===== src/rtl/eprom_ctrl.sv =====
`timescale 1ns/1ps
// eprom_ctrl
// Command sequencer for a 16x8 EPROM array. Accepts read, program, erase and
// blank-check commands on a valid/ready handshake, drives the array control
// lines and returns exactly one response per command.
//
// Build option: EPROM_CTRL_ERASE_VERIFY_EN
//   defined   -> erase is followed by a 16-address blank scan
//   undefined -> erase responds directly after the erase pulse (err=0, data=00)
//
// Ports:
//   clk, rst                  clock (rising edge), async active-high reset
//   cmd_valid/cmd_ready       command handshake (cmd_ready only in IDLE)
//   cmd_op[1:0]               00 read, 01 program, 10 erase, 11 blank-check
//   cmd_addr[3:0], cmd_data   word address and program data
//   rsp_valid/rsp_ready       response handshake
//   rsp_data[7:0], rsp_err    result and failure flag
//   busy                      command in progress or response pending
//   mem_addr, mem_din         array address / write data
//   mem_we, mem_erase         array program / erase strobes
//   mem_data[7:0]             array combinational read data
module eprom_ctrl #(
    parameter int PROG_PULSE  = 2,
    parameter int ERASE_PULSE = 4,
    parameter int MAX_TRY     = 3
) (
    input  logic       clk,
    input  logic       rst,
    input  logic       cmd_valid,
    output logic       cmd_ready,
    input  logic [1:0] cmd_op,
    input  logic [3:0] cmd_addr,
    input  logic [7:0] cmd_data,
    output logic       rsp_valid,
    input  logic       rsp_ready,
    output logic [7:0] rsp_data,
    output logic       rsp_err,
    output logic       busy,
    output logic [3:0] mem_addr,
    output logic [7:0] mem_din,
    output logic       mem_we,
    output logic       mem_erase,
    input  logic [7:0] mem_data
);

    typedef enum logic [2:0] {
        IDLE, READ, PCHECK, PROG, PVERIFY, ERASE, BLANK, RESP
    } state_t;

    state_t      state, state_n;
    logic [3:0]  addr_q, addr_n;
    logic [7:0]  data_q, data_n;
    logic [15:0] cnt, cnt_n;
    logic [15:0] try_q, try_n;
    logic        blank_fail, blank_fail_n;
    logic [3:0]  first_addr, first_addr_n;
    logic [7:0]  rsp_data_q, rsp_data_n;
    logic        rsp_err_q, rsp_err_n;
    logic        scan_fail;
    logic [3:0]  scan_first;

    // State and datapath registers; reset clears everything so the array
    // strobes, which decode from state, drop as soon as rst rises.
    always_ff @(posedge clk or posedge rst) begin
        if (rst) begin
            state      <= IDLE;
            addr_q     <= 4'h0;
            data_q     <= 8'h00;
            cnt        <= 16'd0;
            try_q      <= 16'd0;
            blank_fail <= 1'b0;
            first_addr <= 4'h0;
            rsp_data_q <= 8'h00;
            rsp_err_q  <= 1'b0;
        end else begin
            state      <= state_n;
            addr_q     <= addr_n;
            data_q     <= data_n;
            cnt        <= cnt_n;
            try_q      <= try_n;
            blank_fail <= blank_fail_n;
            first_addr <= first_addr_n;
            rsp_data_q <= rsp_data_n;
            rsp_err_q  <= rsp_err_n;
        end
    end

    // Blank-scan result including the address being read this cycle, so the
    // final scan cycle can produce the response without an extra state.
    always_comb begin
        scan_fail  = blank_fail | (mem_data != 8'hFF);
        scan_first = blank_fail ? first_addr : cnt[3:0];
    end

    // Next-state logic and sequencing of counters and response registers.
    always_comb begin
        state_n      = state;
        addr_n       = addr_q;
        data_n       = data_q;
        cnt_n        = cnt;
        try_n        = try_q;
        blank_fail_n = blank_fail;
        first_addr_n = first_addr;
        rsp_data_n   = rsp_data_q;
        rsp_err_n    = rsp_err_q;

        case (state)
            IDLE: begin
                if (cmd_valid) begin
                    addr_n       = cmd_addr;
                    data_n       = cmd_data;
                    cnt_n        = 16'd0;
                    try_n        = 16'd0;
                    blank_fail_n = 1'b0;
                    first_addr_n = 4'h0;
                    case (cmd_op)
                        2'b00:   state_n = READ;
                        2'b01:   state_n = PCHECK;
                        2'b10:   state_n = ERASE;
                        default: state_n = BLANK;
                    endcase
                end
            end
            READ: begin
                rsp_data_n = mem_data;
                rsp_err_n  = 1'b0;
                state_n    = RESP;
            end
            PCHECK: begin
                // Any bit that would need a 0->1 transition cannot be programmed.
                if ((~mem_data & data_q) != 8'h00) begin
                    rsp_data_n = mem_data;
                    rsp_err_n  = 1'b1;
                    state_n    = RESP;
                end else begin
                    cnt_n   = 16'd0;
                    state_n = PROG;
                end
            end
            PROG: begin
                if (cnt == 16'(PROG_PULSE - 1)) begin
                    cnt_n   = 16'd0;
                    try_n   = try_q + 16'd1;
                    state_n = PVERIFY;
                end else begin
                    cnt_n = cnt + 16'd1;
                end
            end
            PVERIFY: begin
                if (mem_data == data_q) begin
                    rsp_data_n = mem_data;
                    rsp_err_n  = 1'b0;
                    state_n    = RESP;
                end else if (try_q < 16'(MAX_TRY)) begin
                    cnt_n   = 16'd0;
                    state_n = PROG;
                end else begin
                    rsp_data_n = mem_data;
                    rsp_err_n  = 1'b1;
                    state_n    = RESP;
                end
            end
            ERASE: begin
                if (cnt == 16'(ERASE_PULSE - 1)) begin
                    cnt_n = 16'd0;
`ifdef EPROM_CTRL_ERASE_VERIFY_EN
                    blank_fail_n = 1'b0;
                    first_addr_n = 4'h0;
                    state_n      = BLANK;
`else
                    rsp_data_n = 8'h00;
                    rsp_err_n  = 1'b0;
                    state_n    = RESP;
`endif
                end else begin
                    cnt_n = cnt + 16'd1;
                end
            end
            BLANK: begin
                // Always scans all 16 words so latency does not depend on content.
                cnt_n        = cnt + 16'd1;
                blank_fail_n = scan_fail;
                first_addr_n = scan_first;
                if (cnt == 16'd15) begin
                    cnt_n      = 16'd0;
                    rsp_err_n  = scan_fail;
                    rsp_data_n = scan_fail ? {4'h0, scan_first} : 8'h00;
                    state_n    = RESP;
                end
            end
            RESP: begin
                if (rsp_ready) begin
                    state_n = IDLE;
                end
            end
            default: state_n = IDLE;
        endcase
    end

    // Handshake and array-side outputs decode directly from registered state.
    always_comb begin
        cmd_ready = (state == IDLE);
        busy      = (state != IDLE);
        rsp_valid = (state == RESP);
        rsp_data  = rsp_data_q;
        rsp_err   = rsp_err_q;
        mem_we    = (state == PROG);
        mem_erase = (state == ERASE);
        mem_din   = (state == PROG) ? data_q : 8'h00;
        case (state)
            READ, PCHECK, PROG, PVERIFY: mem_addr = addr_q;
            BLANK:                       mem_addr = cnt[3:0];
            default:                     mem_addr = 4'h0;
        endcase
    end

endmodule

===== config.mk =====
export PLATFORM = sky130hd
export DESIGN_NAME = eprom_ctrl
export DESIGN_NICKNAME = d
export VERILOG_FILES = /design/src/rtl/eprom_ctrl.sv
export SDC_FILE = /design/constraint.sdc
export NUM_CORES = 1
export LEC_CHECK = 0
export ABC_CLOCK_PERIOD_IN_PS = 3600
export CAP_MARGIN = 20
export CORE_UTILIZATION = 55
export DETAILED_ROUTE_END_ITERATION = 8
export PLACE_DENSITY_LB_ADDON = 0.25
export SLEW_MARGIN = 30
export SYNTH_ARGS = -nofsm -noshare
export SYNTH_HDL_FRONTEND = slang
export SYNTH_SLANG_ARGS = --single-unit

===== constraint.sdc =====
create_clock -name clk -period 3.6 [get_ports clk]
set_clock_uncertainty 0.15 [all_clocks]
set_input_delay 0.72 -clock clk [delete_from_list [all_inputs] [get_ports clk]]
set_output_delay 0.72 -clock clk [all_outputs]
set_load 0.01 [all_outputs]

==> flow_summary.json <==
{
  "drive_gt1_frac": 0.08000,
  "cp_slowest_cell": "dfrtp_1",
  "crit_chain": "inv_1 -> o21ai_0 -> a22o_1 -> clkdlybuf4s50_1",
  "chipWidth_um": 83.06,
  "setup_viol": 0,
  "slew_violations": 0,
  "synth_top_area_share": 0.4224,
  "pin_count": 52,
  "yosysTopAreaCell": "dfrtp_1",
  "p_per_area_nw_per_um2": 799.4,
  "place_inst": 511,
  "synth_common_cells": "nand2_1 (72), dfrtp_1 (61), nor2_1 (22)",
  "die_h_um": 83.06,
  "routed_via_density": 6.150,
  "cp-start-kind": "register",
  "cts-root-buf": "clkbuf_8",
  "max_slew_margin": 0.4168,
  "drtPass1Iterations": 5,
  "drt.antenna.violating_nets": 0,
  "rows": 29,
  "cts_setup_buffers": 0,
  "hold_slack_ps": 333.7,
  "ctsHtreeMaxLevel": 3,
  "cts_hold_buf": 0,
  "dieArea_um2": 6898,
  "clk_latency_ps": 340,
  "async_flop_share": 1.000,
  "coreArea_um2": 6350,
  "cts_tree": "built",
  "drt_wl_total_mm": 8.549,
  "clock_sinks": 61,
  "nNetsFinal": 482,
  "synth_edf_count": 0,
  "end_kind": "output pin",
  "synth_area_um2": 3613,
  "synth_nets": 433,
  "p_total_w": 0.003526,
  "cts_resized": 0,
  "post-dp-hpwl_mm": 6.162,
  "fillerInstances": 480,
  "ff2ff_setup_slack_ps": 690,
  "r2r_cells": 6,
  "diodes": 0,
  "postSynthCellCount": 396,
  "grt_pass1_wl_mm": 14.78,
  "tns_ps": 0,
  "synth_cell_types": 52,
  "hp-class": "register to register",
  "cts_buffers": 9,
  "tightest_slew_ps": 874.8,
  "via_count": 3241,
  "io_buffers": 51,
  "maxCapViolCount": 0,
  "final_cells": 527,
  "initial_core_util": 0.5691,
  "required_ps": 2730,
  "hold_viol_final": 0,
  "synth_area_per_cell_um2": 9.125,
  "p_leak_nw": 2.039,
  "drc": 0,
  "r2r-start": "cnt[0]$_DFFE_PP0P_",
  "synth.most_common_cell": "nand2_1",
  "final_cell_area_um2": 4410,
  "crit_type": "register to output pin",
  "status": "finished clean",
  "whs_path_depth": 2,
  "cpPeakStageDelay_ps": 590,
  "wl_per_cell_um": 16.22,
  "grt_max_degree": 33,
  "crit_family": "compound AO/OA/AOI/OAI gates",
  "yosysSeqAreaShare": 0.4224,
  "ys_seq_elements": 61,
  "ys_warn_count": 0,
  "min_period_ps": 3344,
  "gp_congestion": 0.9564,
  "fmax_mhz": 299.1,
  "path_max_fanout": 14,
  "area_delta_synth_final_pct": 22.06,
  "drt_iter0_markers": 217,
  "clockBufferDepth": 2,
  "rr_endpoint": "cnt[12]$_DFFE_PP0P_",
  "critPathArrivalTime_ps": 2470,
  "place_area_um2": 4200,
  "peakVddDrop_uv": 642.0,
  "min_to": "first_addr[2]$_DFFE_PP0P_",
  "grt_pass1_vias": 3046,
  "path_clk_slew_ps": 60,
  "rsz0062_at_grt": "false",
  "finalCritPeriodShare": 0.9288,
  "min_from": "first_addr[2]$_DFFE_PP0P_",
  "overflow": 0,
  "synthFlopType": "dfrtp_1",
  "yosys-top-cells-area": "dfrtp_1 (42%), nand2_1 (7.5%), ha_1 (3.8%)",
  "antenna_found_initial": 0,
  "path_buf_inv": 2,
  "grt_usage": 0.2670
}
==> cell families after synthesis <==
group	count (synthesis)	share of synthesized area
flip-flops	61	0.4224
multiplexers	18	0.05748
buffers and inverters	42	0.04744
AO/OA/AOI/OAI	75	0.1652
XOR/XNOR	8	0.01939
adder cells (fa/ha/maj)	11	0.03809
AND/OR/NAND/NOR	181	0.2500
==> worst min-delay path: cells and delay by family (launching register included) <==
family	cells	cell delay (ps)
DFF	1	340
and+or+nand+nor	1	50
AOI/OAI and AO/OA	1	60
==> layout make-up <==
class	instances	area [um^2]	share of cell area
Clock buffer	12	165.2	0.03745
Clock inverter	4	45.04	0.01021
Inverter	21	78.83	0.01787
Multi-Input combinational cell	293	1916	0.4343
Sequential cell	61	1526	0.3461
Tap cell	77	96.34	0.02184
Timing Repair Buffer	59	583.1	0.1322
==> worst max-delay path by stage <==
stage | cells after the start | startpoint | end | slack, ps
finish | 4 | state[0]$_DFFE_PP0P_ | mem_addr[0] | 260
global route | 4 | state[0]$_DFFE_PP0P_ | mem_addr[1] | 180
CTS | 4 | state[0]$_DFFE_PP0P_ | mem_addr[1] | 320
detailed placement | 8 | mem_data[5] | state[2]$_DFFE_PP0P_ | 210
global placement | 8 | mem_data[5] | state[2]$_DFFE_PP0P_ | 290
floorplan | 7 | mem_data[5] | state[2]$_DFFE_PP0P_ | 890
==> power by group <==
part           internal, W  switching (W)
logic             0.000779       0.000896
clock network     0.000373       0.000265
registers         0.000933       0.000280
total              0.00208        0.00144
==> registers in the layout (all words and copies together) (netlist names) <==
register / flops
try_q: 16
state: 3
data_q: 8
rsp_data: 8
rsp_err: 1
cnt: 16
blank_fail: 1
first_addr: 4
addr_q: 4
==> layer usage <==
metal  global-route usage  part of all wire  vias up
met1               0.3748              0.46     1586
met4              0.09718             0.016        0
met5                    0                 0        -
li1                     -                 -     1550
met3              0.03877             0.044       13
met2               0.4218              0.48       92
==> placed cells by master, fill, tap and decap left out, types with 9 or more instances in the layout <==
master | synthesis | layout
nor4_1 | 11 | 11
clkbuf_8 | 0 | 12
nor3_1 | 10 | 10
a221o_1 | 10 | 10
ha_1 | 11 | 11
nand2_1 | 72 | 72
o21ai_0 | 18 | 18
a22o_1 | 10 | 10
nand4_1 | 11 | 11
nor2_1 | 22 | 22
dfrtp_1 | 61 | 61
inv_1 | 21 | 20
mux2i_1 | 11 | 11
nand3_1 | 13 | 13
clkdlybuf4s50_1 | 0 | 51
and2_1 | 9 | 9
==> metrics by stage <==
stage,setup WS (ps),util
3_3_place_gp,294.2,0.6615
2_1_floorplan,889.4,-
5_1_grt,179.6,0.6946
6_report,256.4,0.6946
4_1_cts,315.9,0.6946
3_5_place_dp,212.8,0.6615
Note: power is estimated with default switching activity, not from simulation.
